--- config.mk ---
export PLATFORM = sky130hd
export DESIGN_NAME = fpu_op_scheduler
export DESIGN_NICKNAME = d
export VERILOG_FILES = /design/src/rtl/fpu_op_scheduler.sv
export SDC_FILE = /design/constraint.sdc
export NUM_CORES = 1
export LEC_CHECK = 0
export ABC_AREA = 1
export BUFFER_PORTS_ARGS = -buffer_cell sky130_fd_sc_hd__buf_2
export CAP_MARGIN = 20
export CORE_ASPECT_RATIO = 1.1
export CORE_UTILIZATION = 40
export CTS_CLUSTER_SIZE = 30
export DETAILED_ROUTE_END_ITERATION = 7
export PLACE_DENSITY = 0.75
export REMOVE_ABC_BUFFERS = 1
export SLEW_MARGIN = 20
export SYNTH_ARGS = -nofsm -noshare
export SYNTH_HDL_FRONTEND = slang
export SYNTH_SLANG_ARGS = --single-unit
--- constraint.sdc ---
create_clock -name clk -period 1.4 [get_ports clk]
set_input_delay 0.21 -clock clk [delete_from_list [all_inputs] [get_ports clk]]
set_output_delay 0.21 -clock clk [all_outputs]
set_load 0.03 [all_outputs]
--- src/rtl/fpu_op_scheduler.sv ---
// Single-issue FP op scheduler: dispatches to add/mul/div/sqrt units, reserves writeback slots.
// Optional macro FPU_SCHED_CHECK_EN enables the sticky unit-latency mismatch flag on err.
module fpu_op_scheduler #(
  parameter int ADD_LAT  = 3,
  parameter int MUL_LAT  = 3,
  parameter int DIV_LAT  = 28,
  parameter int SQRT_LAT = 28,
  parameter int TAG_W    = 4
) (
  input  logic             clk,
  input  logic             rst,
  input  logic             req_valid,
  output logic             req_ready,
  input  logic [2:0]       req_op,
  input  logic [2:0]       req_mode,
  input  logic [31:0]      req_a,
  input  logic [31:0]      req_b,
  input  logic [TAG_W-1:0] req_tag,
  output logic [31:0]      unit_a,
  output logic [31:0]      unit_b,
  output logic [2:0]       unit_mode,
  output logic             unit_sub,
  output logic             add_valid,
  output logic             mul_valid,
  output logic             div_valid,
  output logic             sqrt_valid,
  input  logic [31:0]      add_y,
  input  logic [31:0]      mul_y,
  input  logic [31:0]      div_y,
  input  logic [31:0]      sqrt_y,
  input  logic             add_ready,
  input  logic             mul_ready,
  input  logic             div_ready,
  input  logic             sqrt_ready,
  output logic             rsp_valid,
  output logic [31:0]      rsp_y,
  output logic [TAG_W-1:0] rsp_tag,
  output logic             rsp_illegal,
  output logic             err
);

  localparam int MAX_AM = (ADD_LAT > MUL_LAT) ? ADD_LAT : MUL_LAT;
  localparam int MAX_DS = (DIV_LAT > SQRT_LAT) ? DIV_LAT : SQRT_LAT;
  localparam int MAXL_R = (MAX_AM > MAX_DS) ? MAX_AM : MAX_DS;
  localparam int MAXL   = (MAXL_R > 1) ? MAXL_R : 1;
  localparam int SW     = $clog2(MAXL + 1);

  localparam logic [2:0]  U_ADD  = 3'd0;
  localparam logic [2:0]  U_MUL  = 3'd1;
  localparam logic [2:0]  U_DIV  = 3'd2;
  localparam logic [2:0]  U_SQRT = 3'd3;
  localparam logic [2:0]  U_ILL  = 3'd4;
  localparam logic [31:0] QNAN   = 32'h7FC0_0000;

  function automatic logic [SW-1:0] lat_of(input logic [2:0] op);
    case (op)
      3'd0, 3'd1: lat_of = SW'(ADD_LAT);
      3'd2:       lat_of = SW'(MUL_LAT);
      3'd3:       lat_of = SW'(DIV_LAT);
      3'd4:       lat_of = SW'(SQRT_LAT);
      default:    lat_of = SW'(1);
    endcase
  endfunction

  function automatic logic [2:0] unit_of(input logic [2:0] op);
    case (op)
      3'd0, 3'd1: unit_of = U_ADD;
      3'd2:       unit_of = U_MUL;
      3'd3:       unit_of = U_DIV;
      3'd4:       unit_of = U_SQRT;
      default:    unit_of = U_ILL;
    endcase
  endfunction

  logic [MAXL:0]      slot_busy_q, slot_busy_d;
  logic [2:0]         slot_unit_q [MAXL+1];
  logic [2:0]         slot_unit_d [MAXL+1];
  logic [TAG_W-1:0]   slot_tag_q  [MAXL+1];
  logic [TAG_W-1:0]   slot_tag_d  [MAXL+1];
  logic               div_busy_q, div_busy_d;
  logic               sqrt_busy_q, sqrt_busy_d;
  logic               rsp_valid_q, rsp_valid_d;
  logic [31:0]        rsp_y_q, rsp_y_d;
  logic [TAG_W-1:0]   rsp_tag_q, rsp_tag_d;
  logic               rsp_illegal_q, rsp_illegal_d;

  logic [SW-1:0]      req_lat_s;
  logic [2:0]         req_unit_s;
  logic               slot_hit_s;
  logic               req_ready_s;
  logic               issue_s;

  // Acceptance: the writeback slot this op would land in must be free.
  always_comb begin
    req_lat_s  = lat_of(req_op);
    req_unit_s = unit_of(req_op);
    slot_hit_s = 1'b0;
    for (int k = 0; k <= MAXL; k++) begin
      slot_hit_s = slot_hit_s | (slot_busy_q[k] & (req_lat_s == SW'(k)));
    end
    req_ready_s = !slot_hit_s
                  && !((req_unit_s == U_DIV) && div_busy_q)
                  && !((req_unit_s == U_SQRT) && sqrt_busy_q);
    issue_s = req_valid && req_ready_s && rst;
  end

  assign req_ready  = req_ready_s;
  assign unit_a     = req_a;
  assign unit_b     = req_b;
  assign unit_mode  = req_mode;
  assign unit_sub   = (req_op == 3'd1);
  assign add_valid  = issue_s && (req_unit_s == U_ADD);
  assign mul_valid  = issue_s && (req_unit_s == U_MUL);
  assign div_valid  = issue_s && (req_unit_s == U_DIV);
  assign sqrt_valid = issue_s && (req_unit_s == U_SQRT);

  // The new entry lands one slot below LAT because the whole register shifts this same edge.
  always_comb begin
    for (int k = 0; k < MAXL; k++) begin
      if (issue_s && (req_lat_s == SW'(k + 1))) begin
        slot_busy_d[k] = 1'b1;
        slot_unit_d[k] = req_unit_s;
        slot_tag_d[k]  = req_tag;
      end else begin
        slot_busy_d[k] = slot_busy_q[k+1];
        slot_unit_d[k] = slot_unit_q[k+1];
        slot_tag_d[k]  = slot_tag_q[k+1];
      end
    end
    slot_busy_d[MAXL] = 1'b0;
    slot_unit_d[MAXL] = 3'd0;
    slot_tag_d[MAXL]  = {TAG_W{1'b0}};

    if (issue_s && (req_unit_s == U_DIV)) begin
      div_busy_d = 1'b1;
    end else if (slot_busy_q[1] && (slot_unit_q[1] == U_DIV)) begin
      div_busy_d = 1'b0;
    end else begin
      div_busy_d = div_busy_q;
    end

    if (issue_s && (req_unit_s == U_SQRT)) begin
      sqrt_busy_d = 1'b1;
    end else if (slot_busy_q[1] && (slot_unit_q[1] == U_SQRT)) begin
      sqrt_busy_d = 1'b0;
    end else begin
      sqrt_busy_d = sqrt_busy_q;
    end
  end

  // Slot 0 names the unit finishing this cycle; its y bus is captured into the response.
  always_comb begin
    if (slot_busy_q[0]) begin
      rsp_valid_d   = 1'b1;
      rsp_tag_d     = slot_tag_q[0];
      rsp_illegal_d = (slot_unit_q[0] == U_ILL);
      case (slot_unit_q[0])
        U_ADD:   rsp_y_d = add_y;
        U_MUL:   rsp_y_d = mul_y;
        U_DIV:   rsp_y_d = div_y;
        U_SQRT:  rsp_y_d = sqrt_y;
        default: rsp_y_d = QNAN;
      endcase
    end else begin
      rsp_valid_d   = 1'b0;
      rsp_tag_d     = {TAG_W{1'b0}};
      rsp_illegal_d = 1'b0;
      rsp_y_d       = 32'd0;
    end
  end

  // Reservation register and iterative-unit busy flags.
  always_ff @(posedge clk or negedge rst) begin
    if (!rst) begin
      slot_busy_q <= '0;
      for (int k = 0; k <= MAXL; k++) begin
        slot_unit_q[k] <= 3'd0;
        slot_tag_q[k]  <= {TAG_W{1'b0}};
      end
      div_busy_q  <= 1'b0;
      sqrt_busy_q <= 1'b0;
    end else begin
      slot_busy_q <= slot_busy_d;
      for (int k = 0; k <= MAXL; k++) begin
        slot_unit_q[k] <= slot_unit_d[k];
        slot_tag_q[k]  <= slot_tag_d[k];
      end
      div_busy_q  <= div_busy_d;
      sqrt_busy_q <= sqrt_busy_d;
    end
  end

  // Registered response port.
  always_ff @(posedge clk or negedge rst) begin
    if (!rst) begin
      rsp_valid_q   <= 1'b0;
      rsp_y_q       <= 32'd0;
      rsp_tag_q     <= {TAG_W{1'b0}};
      rsp_illegal_q <= 1'b0;
    end else begin
      rsp_valid_q   <= rsp_valid_d;
      rsp_y_q       <= rsp_y_d;
      rsp_tag_q     <= rsp_tag_d;
      rsp_illegal_q <= rsp_illegal_d;
    end
  end

  assign rsp_valid   = rsp_valid_q;
  assign rsp_y       = rsp_y_q;
  assign rsp_tag     = rsp_tag_q;
  assign rsp_illegal = rsp_illegal_q;

`ifdef FPU_SCHED_CHECK_EN
  logic [3:0] slot0_exp_s;
  logic       mismatch_s;
  logic       err_q, err_d;

  // Every unit pulse must line up with a slot-0 reservation for that unit, and vice versa.
  always_comb begin
    slot0_exp_s[0] = slot_busy_q[0] && (slot_unit_q[0] == U_ADD);
    slot0_exp_s[1] = slot_busy_q[0] && (slot_unit_q[0] == U_MUL);
    slot0_exp_s[2] = slot_busy_q[0] && (slot_unit_q[0] == U_DIV);
    slot0_exp_s[3] = slot_busy_q[0] && (slot_unit_q[0] == U_SQRT);
    mismatch_s = |(slot0_exp_s ^ {sqrt_ready, div_ready, mul_ready, add_ready});
    err_d      = err_q | mismatch_s;
  end

  // Sticky error flag.
  always_ff @(posedge clk or negedge rst) begin
    if (!rst) begin
      err_q <= 1'b0;
    end else begin
      err_q <= err_d;
    end
  end

  assign err = err_q;
`else
  logic unused_ready_s;
  assign unused_ready_s = ^{add_ready, mul_ready, div_ready, sqrt_ready};
  assign err = 1'b0;
`endif

endmodule

# After elaboration in Yosys (flattened, before gate mapping)
# Cells that the tools add are included.
# totals
regBits	264
latchBits	0
mem_bits_rw	0
mem_bits_ro	0
inputBits	209
out_inout_bits	112
elab_cells	306
n_memories	0
# classes
add_sub_neg	0
multipliers	0
div_mod_pow	0
n_lt_le_gt_ge	0
eq_ne	41
shifts	0
muxes	95
n_bitwise	55
reduce_logical	52
# op_table
cell	count
32-bit case mux with 4 select lines	1
4-bit 2-to-1 mux	29
3-bit 2-to-1 mux	28
5-bit equality test (second input constant)	13
5-bit by 4-bit equality test with 1-bit output (second input constant)	8
1-bit logical AND	40
1-bit 2-to-1 mux	34
32-bit 2-to-1 mux	1
1-bit AND	28
1-bit OR	27
3-bit by 2-bit equality test with 1-bit output (second input constant)	8
5-bit by 3-bit equality test with 1-bit output (second input constant)	4
3-bit case mux with 4 select lines	1
5-bit by 2-bit equality test with 1-bit output (second input constant)	2
5-bit case mux with 2 select lines	1
3-bit by 1-bit equality test with 1-bit output (second input constant)	3
3-bit zero test	3
3-bit equality test (second input constant)	2
5-bit by 1-bit equality test with 1-bit output (second input constant)	1
5-bit zero test	1
2-bit nonzero test	2
2-bit OR reduction	2
1-bit zero test	3
3-bit OR reduction	1

# Longest topological paths before layout
# logic_depth
word_depth	39
ltp_mapped	8
ltp_nobuf	8

# Worst setup path before layout
# Ideal clock, no wire load.
# synth_timing
kind	reg2out
start	reg div_busy_q
end	out add_valid
arrival_time_ns	1.490
path_slack_ns	-0.300
path_stages_with_launch	4
n_path_buf	0
cell_sequence	dfrtp_1 nand4_1 nand2_2 nor4_1
# synth_via
elab_chain_len	7
# synth_lines
item	line	source
start: declaration	80	logic div_busy_q, div_busy_d;
start signal: assignment	188	div_busy_q <= div_busy_d;
1-bit logical AND	102	&& !((req_unit_s == U_DIV) && div_busy_q)
1-bit zero test	102	
1-bit logical AND	102	
1-bit logical AND	103	&& !((req_unit_s == U_SQRT) && sqrt_busy_q);
1-bit logical AND (2 in a row)	104	issue_s = req_valid && req_ready_s && rst;
1-bit logical AND	112	assign add_valid = issue_s && (req_unit_s == U_ADD);
end: declaration	23	output logic add_valid,
# Every way passes these cells.

# Worst setup path in the final report
# layout_timing
start	reg sqrt_busy_q
end	out add_valid
# layout_via
elab_chain_len	6
# layout_lines
item	line	source
start: declaration	81	logic sqrt_busy_q, sqrt_busy_d;
start signal: assignment	189	sqrt_busy_q <= sqrt_busy_d;
1-bit logical AND	103	
1-bit zero test	103	
1-bit logical AND	103	
1-bit logical AND (2 in a row)	104	
1-bit logical AND	112	
# Every way passes these cells.

==> run summary <==
Using the TritonRoute via totals, the vias-per-cell ratio works out to 4.89. The cell count after synthesis is 709. The clock latency on the worst-skew pair came out at 0.52 ns.

The number of instances in the placed design came out at approximately 1100. The count of endpoints failing hold in the final timing report was 0. The count of cell types in the netlist is 21. The routability-driven placement congestion ratio came out at 0.870. The worst hold path class is input port to flop. The clock power share came out at ~44%. The most numerous cell type found on the critical path is buf_4. The tree is rooted in a clkbuf_16. The clock passes through at most 3 buffers. The checks that failed: negative setup slack.

The core box area is 21400 sq um. The DRC violation count after routing is 0. The number of clock sinks is ~260. The total standard cell area after synthesis is 8750 sq um.

The arrival time at the worst endpoint came out at 1.74 ns. The first-pass GRT wire length is around 35000 microns. The met1 track demand over resource came out at 21.8%. Walking the worst path, the cells encountered are nand3_1 > nand2_2 > buf_4 > nor4_1 > buf_4. Of all nets on the critical path, the largest fanout is 2.

The total internal power came out at 0.0128 W. The TritonCTS clock tree is yes. Setup repair after global routing could not meet its margin everywhere. The met2 track demand over resource in global routing is ~37%. The worst setup path is captured at an output port. Summed over all instances, the cell type with the most area after synthesis is dfrtp_1. The power density over the cells is 1460 nW/um^2.

The number of violations of the max-capacitance limit is 0. After floorplanning, the core was divided into 56 placement rows. The final route contains just under 6000 vias. The fmax is 512 MHz.

The required time of the critical path came out at 1.19 ns. The design area came out at between 10000 and 15000 sq um. Counting flops and latches in the post-synthesis netlist gives 264. The total CTS buffers is 25. In the global route stage, overall resource usage came out at 22.5%.

The final wirelength is 26900 microns. In the final design database the tool counted roughly 1100 nets. The I/O pin total is approximately 320. The register clock-pin slew on the reported worst setup and hold paths came out at 0.07 ns. On the critical path, the stage with the largest delay is an instance of dfrtp_1. After legalization and detailed placement, the total HPWL measured 18300 microns. Setup violations remaining at the end of the flow were counted as 30. The number of global-route vias before repair came to 5615. In this run, the combinational gates consume 7.2% of the power. The pin count of the biggest net entering global routing is 89. The flow ran to the end, but the final reports show violations. The initial detailed-routing violation count came out at 296. The net switching power is 0.00361 W. The final total power is 0.0164 W. The period utilization is 140%. The number of detailed-routing iterations run before antenna repair is 6. The average cell area after synthesis is 12.3 sq um.

The overall die width came out at 143 microns. The initial core utilization came out at about two fifths. The die is 157 microns tall.

For met3 alone, demand over resource in global routing was 14.7%. The switching power as a share of total power came out at 22.0%. The area growth from synthesis to layout is 28.2%.

The instance area after placement came out at slightly below 10000 sq um. The initial antenna violation count was 4. The final critical-path setup slack came out at -0.555 ns. The global routing's busiest layer is met2. The synthesis warning total is 0. The clock tree skew after final layout is about 0.016 ns. The biggest cell delay along the critical path came out at ~0.38 ns. The max-slew violation count was 0. The library cells used most frequently in the layout, excluding fill and tap cells, are dfrtp_1 (261), buf_2 (175), nand2_1 (97), nor2_1 (63), inv_1 (57). STA classifies the critical path startpoint as a flop. The antenna violation net count after detailed routing is 0.

The die area is roughly 22000 sq um. After global routing the overflow that remains totals 0. For this run, the share of the core covered by cells in the final layout is 52.5%. The time the final worst path needs with I/O delays and setup came out at 1.95 ns. The worst voltage drop across the vdd grid is 0.896 mV. The maximum level of the CTS H-tree came out at 1.

The share of the synthesized area in the top cell type came out at 75.5%. The count of buffers inserted at the top-level ports is 181. The proportion of power drawn by flip-flops and latches came out at slightly below 50%.

The per-cell routed wire length is between 20 and 25 microns. The portion of the post-synthesis area used by sequential elements is 75.5%. The library cell used most frequently in the layout, excluding fill and tap cells, is dfrtp_1. Sorting the synthesized cells by area gives the leading types as dfrtp_1 (75%), buf_4 (6.1%), nand2_1 (5.0%).

The leakage power is 6.11 nW. Of the cells placed in the final design, the portion with a size suffix greater than 1 is 34.1%. The count of placed standard cells in the final layout, fillers left out came out at 1197. The critical path in this run is classified as flop to output port.
## logic make-up (layout without fill, tap and decap cells)
logic type | count (synthesis) | after routing | share of synthesized area, %
other | 1 | 6 | 0.0428
buffers and inverters | 160 | 353 | 10.1
and+or+nand+nor | 232 | 232 | 11.3
DFF | 264 | 264 | 75.5
AOI/OAI and AO/OA | 52 | 52 | 3.09
## repair_timing
item,in CTS,in global routing
cloned,0,5
setup endpoints to repair,9,52
hold buffers,23,0
buffers inserted,3,7
resized for setup,25,56
endpoints found under the hold margin,122,0
pin swaps,1,21
## registers in the layout, indices dropped and copies added, names as in the netlist, 4 cells and up
signal and flops:
rsp_y 32, rsp_tag 4, slot_busy_q 28, slot_tag_q 112
slot_unit_q 84
## final cells by class
type                    instances  area [sq um]
inverters                      64           243
repair buffers                243          1660
flip-flops and latches        264          6610
multi-input cells             286          1430
clock buffers                  36           737
well taps                     290           363
clock inverters                10           170
diodes                          4          10.0
fillers                      1678         10100
## power by group through the flow
stage | Clock, W | Combinational, W | Sequential [W]
floorplan | 0 | 0.000276 | 0.00820
global placement | 0 | 0.000979 | 0.00811
detailed placement | 0 | 0.000991 | 0.00811
CTS | 0.00738 | 0.00110 | 0.00798
global route | 0.00766 | 0.00126 | 0.00800
finish | 0.00721 | 0.00117 | 0.00798
## critical path, delay by kind of cell (launching register included)
family / cells / cell delay, ns
buffers and inverters: 2 / 0.36
flip-flops: 1 / 0.38
AND/OR/NAND/NOR: 3 / 0.49
## through the flow
| step | setup WS, ns | hold slack (ns) | TNS [ns] |
|---|---|---|---|
| finish | -0.555 | 0.0175 | -3.26 |
| global route | -0.604 | 0.0235 | -5.76 |
| CTS | -0.565 | 0.00302 | -2.61 |
| detailed placement | -0.151 | 0.191 | -0.611 |
| global placement | -0.120 | 0.185 | -0.243 |
| floorplan | -0.460 | -0.0856 | -15.00 |
## synth_stat cells (all sizes together)
cell type    n
nor3         3
inv         64
nand4       10
clkbuf      16
conb         1
a31oi        8
o21ai       27
nand2      117
buf         80
nand3       33
dfrtp      264
nor2        67
a21oi       17
nor4         2
## metal layers
| layer | vias to the layer above | wire [microns] |
|---|---|---|
| met5 | - | 115 |
| met4 | 4 | 1230 |
| met3 | 90 | 4080 |
| met2 | 434 | 12700 |
| met1 | 2842 | 8720 |
| li1 | 2480 | - |
## final timing paths
check / endpoint / slack, ns / from / cells past startpoint
max in group asynchronous: slot_tag_q[46] / 0.47 / rst / 4
min in group asynchronous: slot_tag_q[29] / 0.22 / rst / 3
worst max register to register: slot_tag_q[104] / -0.06 / slot_busy_q[1] / 9
worst min register to register: slot_tag_q[34] / 0.34 / slot_tag_q[30] / 0
worst max-delay path: add_valid / -0.55 / sqrt_busy_q / 5
worst min-delay path: rsp_y[0] / 0.02 / div_y[0] / 5
Note: power is estimated with default switching activity, not from simulation.
